[config.mk]
export PLATFORM = sky130hd
export DESIGN_NAME = de_operand_latch
export DESIGN_NICKNAME = d
export VERILOG_FILES = /design/src/rtl/de_operand_latch.sv
export SDC_FILE = /design/constraint.sdc
export NUM_CORES = 1
export LEC_CHECK = 0
export CORE_AREA = 2 2 132 134
export CTS_CLUSTER_SIZE = 8
export DETAILED_ROUTE_END_ITERATION = 6
export DIE_AREA = 0 0 134 136
export HOLD_SLACK_MARGIN = 0.08
export PLACE_DENSITY_LB_ADDON = 0.2
export SETUP_SLACK_MARGIN = 0.4
export SLEW_MARGIN = 30
export SYNTH_ARGS = -nofsm -noshare
export SYNTH_HDL_FRONTEND = slang
export SYNTH_SLANG_ARGS = --single-unit
[constraint.sdc]
create_clock -name clk -period 1.91 [get_ports clk]
set_input_delay 0.191 -clock clk [delete_from_list [all_inputs] [get_ports clk]]
set_output_delay 0.191 -clock clk [all_outputs]
set_load 0.03 [all_outputs]
[src/rtl/de_operand_latch.sv]
// Decode-to-execute pipeline register: picks forwarded operands, latches D into E,
// and raises a one-cycle load-use interlock when D needs a load still sitting in E.
module de_operand_latch #(
  parameter int DBITS     = 32,
  parameter int REGNO_SEL = 4,
  parameter int MUX_SEL   = 2,
  parameter int CTRL_W    = 8,
  parameter int CNT_W     = 16
) (
  input  logic                 clk,
  input  logic                 reset,
  input  logic [MUX_SEL-1:0]   src1_sel_D,
  input  logic [MUX_SEL-1:0]   src2_sel_D,
  input  logic                 use_src1_D,
  input  logic                 use_src2_D,
  input  logic [DBITS-1:0]     regval1_D,
  input  logic [DBITS-1:0]     regval2_D,
  input  logic [DBITS-1:0]     result_E,
  input  logic [DBITS-1:0]     result_M,
  input  logic [DBITS-1:0]     result_W,
  input  logic [DBITS-1:0]     imm_D,
  input  logic [REGNO_SEL-1:0] dest_D,
  input  logic                 wrt_en_D,
  input  logic                 mem_rd_D,
  input  logic                 noop_D,
  input  logic [CTRL_W-1:0]    ctrl_D,
  input  logic                 flush,
  output logic [DBITS-1:0]     opnd1_E,
  output logic [DBITS-1:0]     opnd2_E,
  output logic [DBITS-1:0]     imm_E,
  output logic [REGNO_SEL-1:0] dest_E,
  output logic                 wrt_en_E,
  output logic                 mem_rd_E,
  output logic                 noop_E,
  output logic [CTRL_W-1:0]    ctrl_E,
  output logic                 stall_D,
  output logic [CNT_W-1:0]     stall_cnt
);

  localparam logic [MUX_SEL-1:0] SEL_E = MUX_SEL'(1);
  localparam logic [MUX_SEL-1:0] SEL_M = MUX_SEL'(2);
  localparam logic [MUX_SEL-1:0] SEL_W = MUX_SEL'(3);

  logic [DBITS-1:0]     opnd1_d, opnd1_q;
  logic [DBITS-1:0]     opnd2_d, opnd2_q;
  logic [DBITS-1:0]     imm_d, imm_q;
  logic [REGNO_SEL-1:0] dest_d, dest_q;
  logic                 wrt_en_d, wrt_en_q;
  logic                 mem_rd_d, mem_rd_q;
  logic                 noop_d, noop_q;
  logic [CTRL_W-1:0]    ctrl_d, ctrl_q;
  logic [CNT_W-1:0]     stall_cnt_d, stall_cnt_q;
  logic [DBITS-1:0]     fwd1, fwd2;
  logic                 stall;

  function automatic logic [DBITS-1:0] fwd_mux(
    input logic [MUX_SEL-1:0] sel,
    input logic [DBITS-1:0]   regval,
    input logic [DBITS-1:0]   res_e,
    input logic [DBITS-1:0]   res_m,
    input logic [DBITS-1:0]   res_w
  );
    logic [DBITS-1:0] v;
    v = regval;
    if (sel == SEL_E)      v = res_e;
    else if (sel == SEL_M) v = res_m;
    else if (sel == SEL_W) v = res_w;
    return v;
  endfunction

  always_comb begin
    fwd1 = fwd_mux(src1_sel_D, regval1_D, result_E, result_M, result_W);
    fwd2 = fwd_mux(src2_sel_D, regval2_D, result_E, result_M, result_W);
    stall = !flush && !noop_D && !noop_q && mem_rd_q &&
            ((use_src1_D && (src1_sel_D == SEL_E)) ||
             (use_src2_D && (src2_sel_D == SEL_E)));
  end

  // Flush and stall both inject a bubble; only a real interlock bumps the counter.
  always_comb begin
    opnd1_d     = '0;
    opnd2_d     = '0;
    imm_d       = '0;
    dest_d      = '0;
    ctrl_d      = '0;
    wrt_en_d    = 1'b0;
    mem_rd_d    = 1'b0;
    noop_d      = 1'b1;
    stall_cnt_d = stall_cnt_q;
    if (flush) begin
      stall_cnt_d = stall_cnt_q;
    end else if (stall) begin
      if (stall_cnt_q != {CNT_W{1'b1}}) stall_cnt_d = stall_cnt_q + CNT_W'(1);
    end else begin
      opnd1_d  = fwd1;
      opnd2_d  = fwd2;
      imm_d    = imm_D;
      dest_d   = dest_D;
      ctrl_d   = ctrl_D;
      noop_d   = noop_D;
      wrt_en_d = wrt_en_D && !noop_D;
      mem_rd_d = mem_rd_D && !noop_D;
    end
  end

  always_ff @(posedge clk) begin
    if (reset) begin
      opnd1_q     <= '0;
      opnd2_q     <= '0;
      imm_q       <= '0;
      dest_q      <= '0;
      ctrl_q      <= '0;
      wrt_en_q    <= 1'b0;
      mem_rd_q    <= 1'b0;
      noop_q      <= 1'b1;
      stall_cnt_q <= '0;
    end else begin
      opnd1_q     <= opnd1_d;
      opnd2_q     <= opnd2_d;
      imm_q       <= imm_d;
      dest_q      <= dest_d;
      ctrl_q      <= ctrl_d;
      wrt_en_q    <= wrt_en_d;
      mem_rd_q    <= mem_rd_d;
      noop_q      <= noop_d;
      stall_cnt_q <= stall_cnt_d;
    end
  end

  assign opnd1_E   = opnd1_q;
  assign opnd2_E   = opnd2_q;
  assign imm_E     = imm_q;
  assign dest_E    = dest_q;
  assign ctrl_E    = ctrl_q;
  assign wrt_en_E  = wrt_en_q;
  assign mem_rd_E  = mem_rd_q;
  assign noop_E    = noop_q;
  assign stall_D   = stall;
  assign stall_cnt = stall_cnt_q;

endmodule

---- Yosys cells after proc, flatten, opt, wreduce, memory -nomap -nowiden ----
Cells that the tools add are included.
W data, S select, Z words.
cells by class
  $add $sub $neg .......................... 1
  equality and inequality tests ........... 7
  muxes and demuxes ....................... 6
  bitwise gates (word level) .............. 1
  reduce and logical (&&, ||, !) cells .... 14
operators by type and width
  cell                     number
  $mux W32                 6
  $add A16 B1 Y16 const B  1
  $ne A16 B16 Y1 const B   1
  $eq A2 B2 Y1 const B     4
  $logic_and A1 B1 Y1      8
  $eq A2 B1 Y1 const B     2
  $logic_not A1 Y1         3
  $reduce_and A3 Y1        1
  $reduce_or A3 Y1         1
  $logic_or A1 B1 Y1       1
  $not A1 Y1               1
storage, ports and cells
  register bits ........................... 127
  bits of input ports ..................... 216
  output and inout bits ................... 128

---- Longest topological paths before layout ----
  depth in word-level cells ............... 6
  gate-level depth with buffers ........... 8
  depth with buffers taken out ............ 5

---- Least setup slack after synthesis ----
Ideal clock, no wire load.
  path kind ............................... register to register
  from .................................... register stall_cnt_q[2], in the netlist stall_cnt[2]
  to ...................................... register stall_cnt_q[15], in the netlist stall_cnt[15]
  setup time .............................. 0.121 ns
  arrival time ............................ 1.750 ns
  data required time ...................... 1.789 ns
  slack ................................... 0.039 ns
  stages on the path, launching flop included .. 5
  path buffers ............................ 0
  cells stage by stage .................... dfxtp_1 and4_1 o2111ai_2 nor4_1 mux2_2
between the ends
  cells in the longest elaborated chain, start to end .. 2
  elaborated cells between the ends (all ways) .. 3
  classes of those cells .................. 1 x add/sub; 1 x eq/ne; 1 x reduce/logical
ends and longest elaborated chain
  item                                                                     RTL line  RTL
  start, declared                                                          52        logic [CNT_W-1:0] stall_cnt_d, stall_cnt_q;
  start signal, assigned                                                   126       stall_cnt_q <= stall_cnt_d;
  parallel branches: the longest is 2 deep, another holds $add A16 B1 Y16  n/a
Several ways; the timed one is not identified.
A chain may end at the register's enable or synchronous reset.

---- Worst setup path in the final report ----
  from .................................... register noop_q, in the netlist noop_E
  to ...................................... output port stall_D
between the ends
  cells in the longest elaborated chain, start to end .. 4
ends and longest elaborated chain
  item                               RTL line  RTL
  start, declared                    50        logic noop_d, noop_q;
  start signal, assigned             125       noop_q <= noop_d;
  $logic_not A1 Y1                   74        stall = !flush && !noop_D && !noop_q && mem_rd_q &&
  $logic_and A1 B1 Y1 (3 in series)  74
  end, declared                      36        output logic stall_D,
No other way between the ends.

==> impl_metrics.tcl <==
set metrics [dict create \
    power_density_mw_per_mm2 717 \
    clock_skew_ns 0.00956 \
    outcome "complete, no violations" \
    port_buffers 343 \
    grt_usage 0.247 \
    timing.fmax_mhz 558 \
    cts_max_level 4 \
    final.setup.worst_slack_ns 0.119 \
    slew_viol_final 0 \
    mappedNetlistArea_sq_mm 0.00546 \
    synth.mux.area_fraction 0.272 \
    most-common-layout-cells "clkdlybuf4s50_1, dlygate4sd2_1, dfxtp_1" \
    first_global_vias 5547 \
    gr-usage-met3 0.0895 \
    slew_headroom 0.674 \
    cts.clk_slew.worst_paths_ns 0.06 \
    drt-pass1-iter-count 4 \
    grt_start_max_net_pins 82 \
    sw_share 0.252 \
    postCtsHoldBufs 0 \
    hold-worst-slack_ns 0.341 \
    synth_enable_flop_cells 0 \
    period_needed_ns 1.79 \
    cts-root-buf "clkbuf_16" \
    hpwl_um 16300 \
    layout.filler_cells 1364 \
    syn_nets 651 \
    core_area_sq_mm 0.0169 \
    crit_path_cell_trace "nor4b_4 -> buf_4 -> o21ai_4 -> buf_6 -> clkinvlp_4 -> buf_6" \
    path_max_fanout 4 \
    fin_crit_sh 0.938 \
    comb_power_share 0.180 \
    power.share.clock 0.445 \
    synth.lib_cells_used.distinct 31 \
    synthSimpleGateAreaFrac 0.192 \
    grt_overflow 0 \
    crit_path_top_delay_cell "dfxtp_4" \
    route.detailed.wl_per_inst_um 22.4 \
    sequential_share_of_the_synthesized_area 0.466 \
    tritoncts.num_buffers 17 \
    clock_path_buffers 2 \
    fraction_of_final_layout_cells_sized_beyond_drive_strength_1 0.245 \
    fin_tns_setup_ns 0 \
    avgSynthCellArea_sq_um 12.6 \
    report.final.hold_viol_count 0 \
    worstSetupPathType "register to output port" \
    detail_route.wirelength_um 23100 \
    cp_data_required_time_ns 1.72 \
    initial_core_util 0.324 \
    die-area_sq_mm 0.0182 \
    total_setup_violations_reported_at_the_end_of_the_flow 0 \
    synth_seq_cells 127 \
    top_usage_layer "met2" \
    timing.max_cap.violations 0 \
    clock_sinks 127 \
    vias_after_detailed_routing 5410 \
    vias_per_cell 5.26 \
    timing.critical_path.mode_cell "buf_6" \
    initial_antenna_violation_count 5 \
    dp_area_sq_mm 0.00922 \
    grt_first_pass_wirelength_um 33400 \
    worst_skew_pair.late_latency_ns 0.42 \
    critical_path_arrival_ns 1.60 \
    layout.nets 1004 \
    timing_worst_slew_pin_value_ns 0.490 \
    num_rows 48 \
    rsz0062_at_grt "yes" \
    groute.layer.met1.usage 0.269 \
    die_w_um 134 \
    power.sequential.fraction 0.375 \
    seqCellArea_sq_mm 0.00259 \
    synthToLayoutAreaGrowth_pct 88.6 \
    critical-path-top-delay-family "buffers and inverters" \
    vdd_drop_max_v 0.000571 \
    synth_xor_area_frac 0 \
    stdcell_area_sq_mm 0.0103 \
    timing.critical_path.from_type "register" \
    post_synthesis_compound_gate_area_fraction 0.0314 \
    power_switching_mw 1.86 \
    tritoncts_clock_tree "yes" \
    syn_inst 434 \
    grtUsageMet2 0.420 \
    dp_worst_setup_slack_ns -0.322 \
    worst_setup_end_kind "output port" \
    yosysWarnings 0 \
    final_common_cell "clkdlybuf4s50_1" \
    combinational_family_with_the_most_area_after_synthesis "multiplexers" \
    io_pins 344 \
    internal_power_mw 5.53 \
    drc 0 \
    power.static_leakage_nw 4.65 \
    critPathBufInv 4 \
    multi_input_area_sq_mm 0.00298 \
    synth_ff_type "dfxtp_1" \
    min-delay-path-class "primary input to register" \
    crit_path_max_incr_delay_ns 0.35 \
    drt_first_iter_violations 300 \
    ant_nets 0 \
    post_synth_fa_ha_maj_area_fraction 0.00229 \
    die_h_um 136 \
    synthArstFlopShare 0 \
    weighted_congestion_at_the_end_of_routability_driven_global_placement 0.904 \
]
-- per-stage QoR --
stage | util | total power [mW] | std cells
after floorplan | - | 3.45 | 434
after global placement | 0.546 | 4.21 | 972
after detailed placement | 0.546 | 4.23 | 972
after CTS | 0.595 | 7.46 | 1019
after global routing | 0.610 | 7.65 | 1028
final | 0.610 | 7.39 | 1029
-- timing repair --
item	in CTS	in global routing
setup buffers	8	2
cloned	7	4
pin swaps	12	11
setup endpoints to repair	251	116
gates resized for setup	160	33
-- area by class of cell --
type	count	share of cell area
Tap cell	225	0.0273
Inverter	2	0.00109
Sequential cell	127	0.252
Timing Repair Buffer	379	0.371
Clock buffer	18	0.0437
Clock inverter	14	0.0149
Antenna cell	4	0.000972
Multi-Input combinational cell	260	0.289
-- registers in the layout, indices dropped and copies added (netlist names) --
register and flops:
ctrl_E 8, dest_E 4, imm_E 32, mem_rd_E 1
noop_E 1, opnd1_E 32, opnd2_E 32, stall_cnt 16
wrt_en_E 1
-- Yosys cell counts, drive strengths merged (2+ instances only) --
| cell | n | area share |
|---|---|---|
| o31ai | 8 | 0.011 |
| nand3 | 3 | 0.0027 |
| nand2 | 7 | 0.0048 |
| mux2 | 4 | 0.0082 |
| a21oi | 12 | 0.011 |
| and3b | 2 | 0.0032 |
| nor3b | 2 | 0.0027 |
| nand4 | 7 | 0.0080 |
| and3 | 110 | 0.13 |
| and4 | 4 | 0.0064 |
| inv | 2 | 0.0014 |
| nor2 | 5 | 0.0034 |
| and2 | 2 | 0.0023 |
| nor4 | 4 | 0.0046 |
| mux4 | 64 | 0.26 |
| nor4b | 2 | 0.0060 |
| clkbuf | 32 | 0.022 |
| or4 | 10 | 0.014 |
| o41ai | 2 | 0.0032 |
| buf | 13 | 0.013 |
| nor2b | 4 | 0.0046 |
| o21ai | 3 | 0.0034 |
| dfxtp | 127 | 0.47 |
-- cell families after synthesis --
family                   Yosys count
AO/OA/AOI/OAI                     26
buffers and inverters             47
adder cells (fa/ha/maj)            1
AND/OR/NAND/NOR                  165
flip-flops                       127
multiplexers                      68
-- final timing paths --
kind | from | end | slack [ns] | cells after the start
hold / removal | imm_D[25] | imm_E[25]$_SDFF_PP0_ | 0.34 | 2
setup / recovery | noop_E$_SDFF_PP1_ | stall_D | 0.12 | 6
setup reg to reg | noop_E$_SDFF_PP1_ | stall_cnt[5]$_SDFFE_PP0P_ | 0.13 | 7
hold reg to reg | stall_cnt[3]$_SDFFE_PP0P_ | stall_cnt[3]$_SDFFE_PP0P_ | 0.52 | 2
-- power by group through the flow --
stage	Combinational, mW	Clock, mW	Sequential, mW
6_report	1.33	3.29	2.77
5_1_grt	1.40	3.47	2.78
4_1_cts	1.33	3.35	2.77
3_5_place_dp	1.40	0	2.84
3_3_place_gp	1.38	0	2.83
2_1_floorplan	0.389	0	3.06
-- worst reg2reg max path, stage by stage (launching register included) --
cell and delay [ns]:
dfxtp_4 0.35, nor4b_4 0.24, buf_4 0.19, o21ai_4 0.09, buf_12 0.16, buf_4 0.14
or4_4 0.42, a21oi_2 0.13
-- routing by layer --
layer	vias to the layer above	routed length (um)
li1	2407	-
met1	2637	8400
met2	300	11500
met3	64	2050
met4	2	1090
met5	-	13
Note: power is estimated with default switching activity, not from simulation.
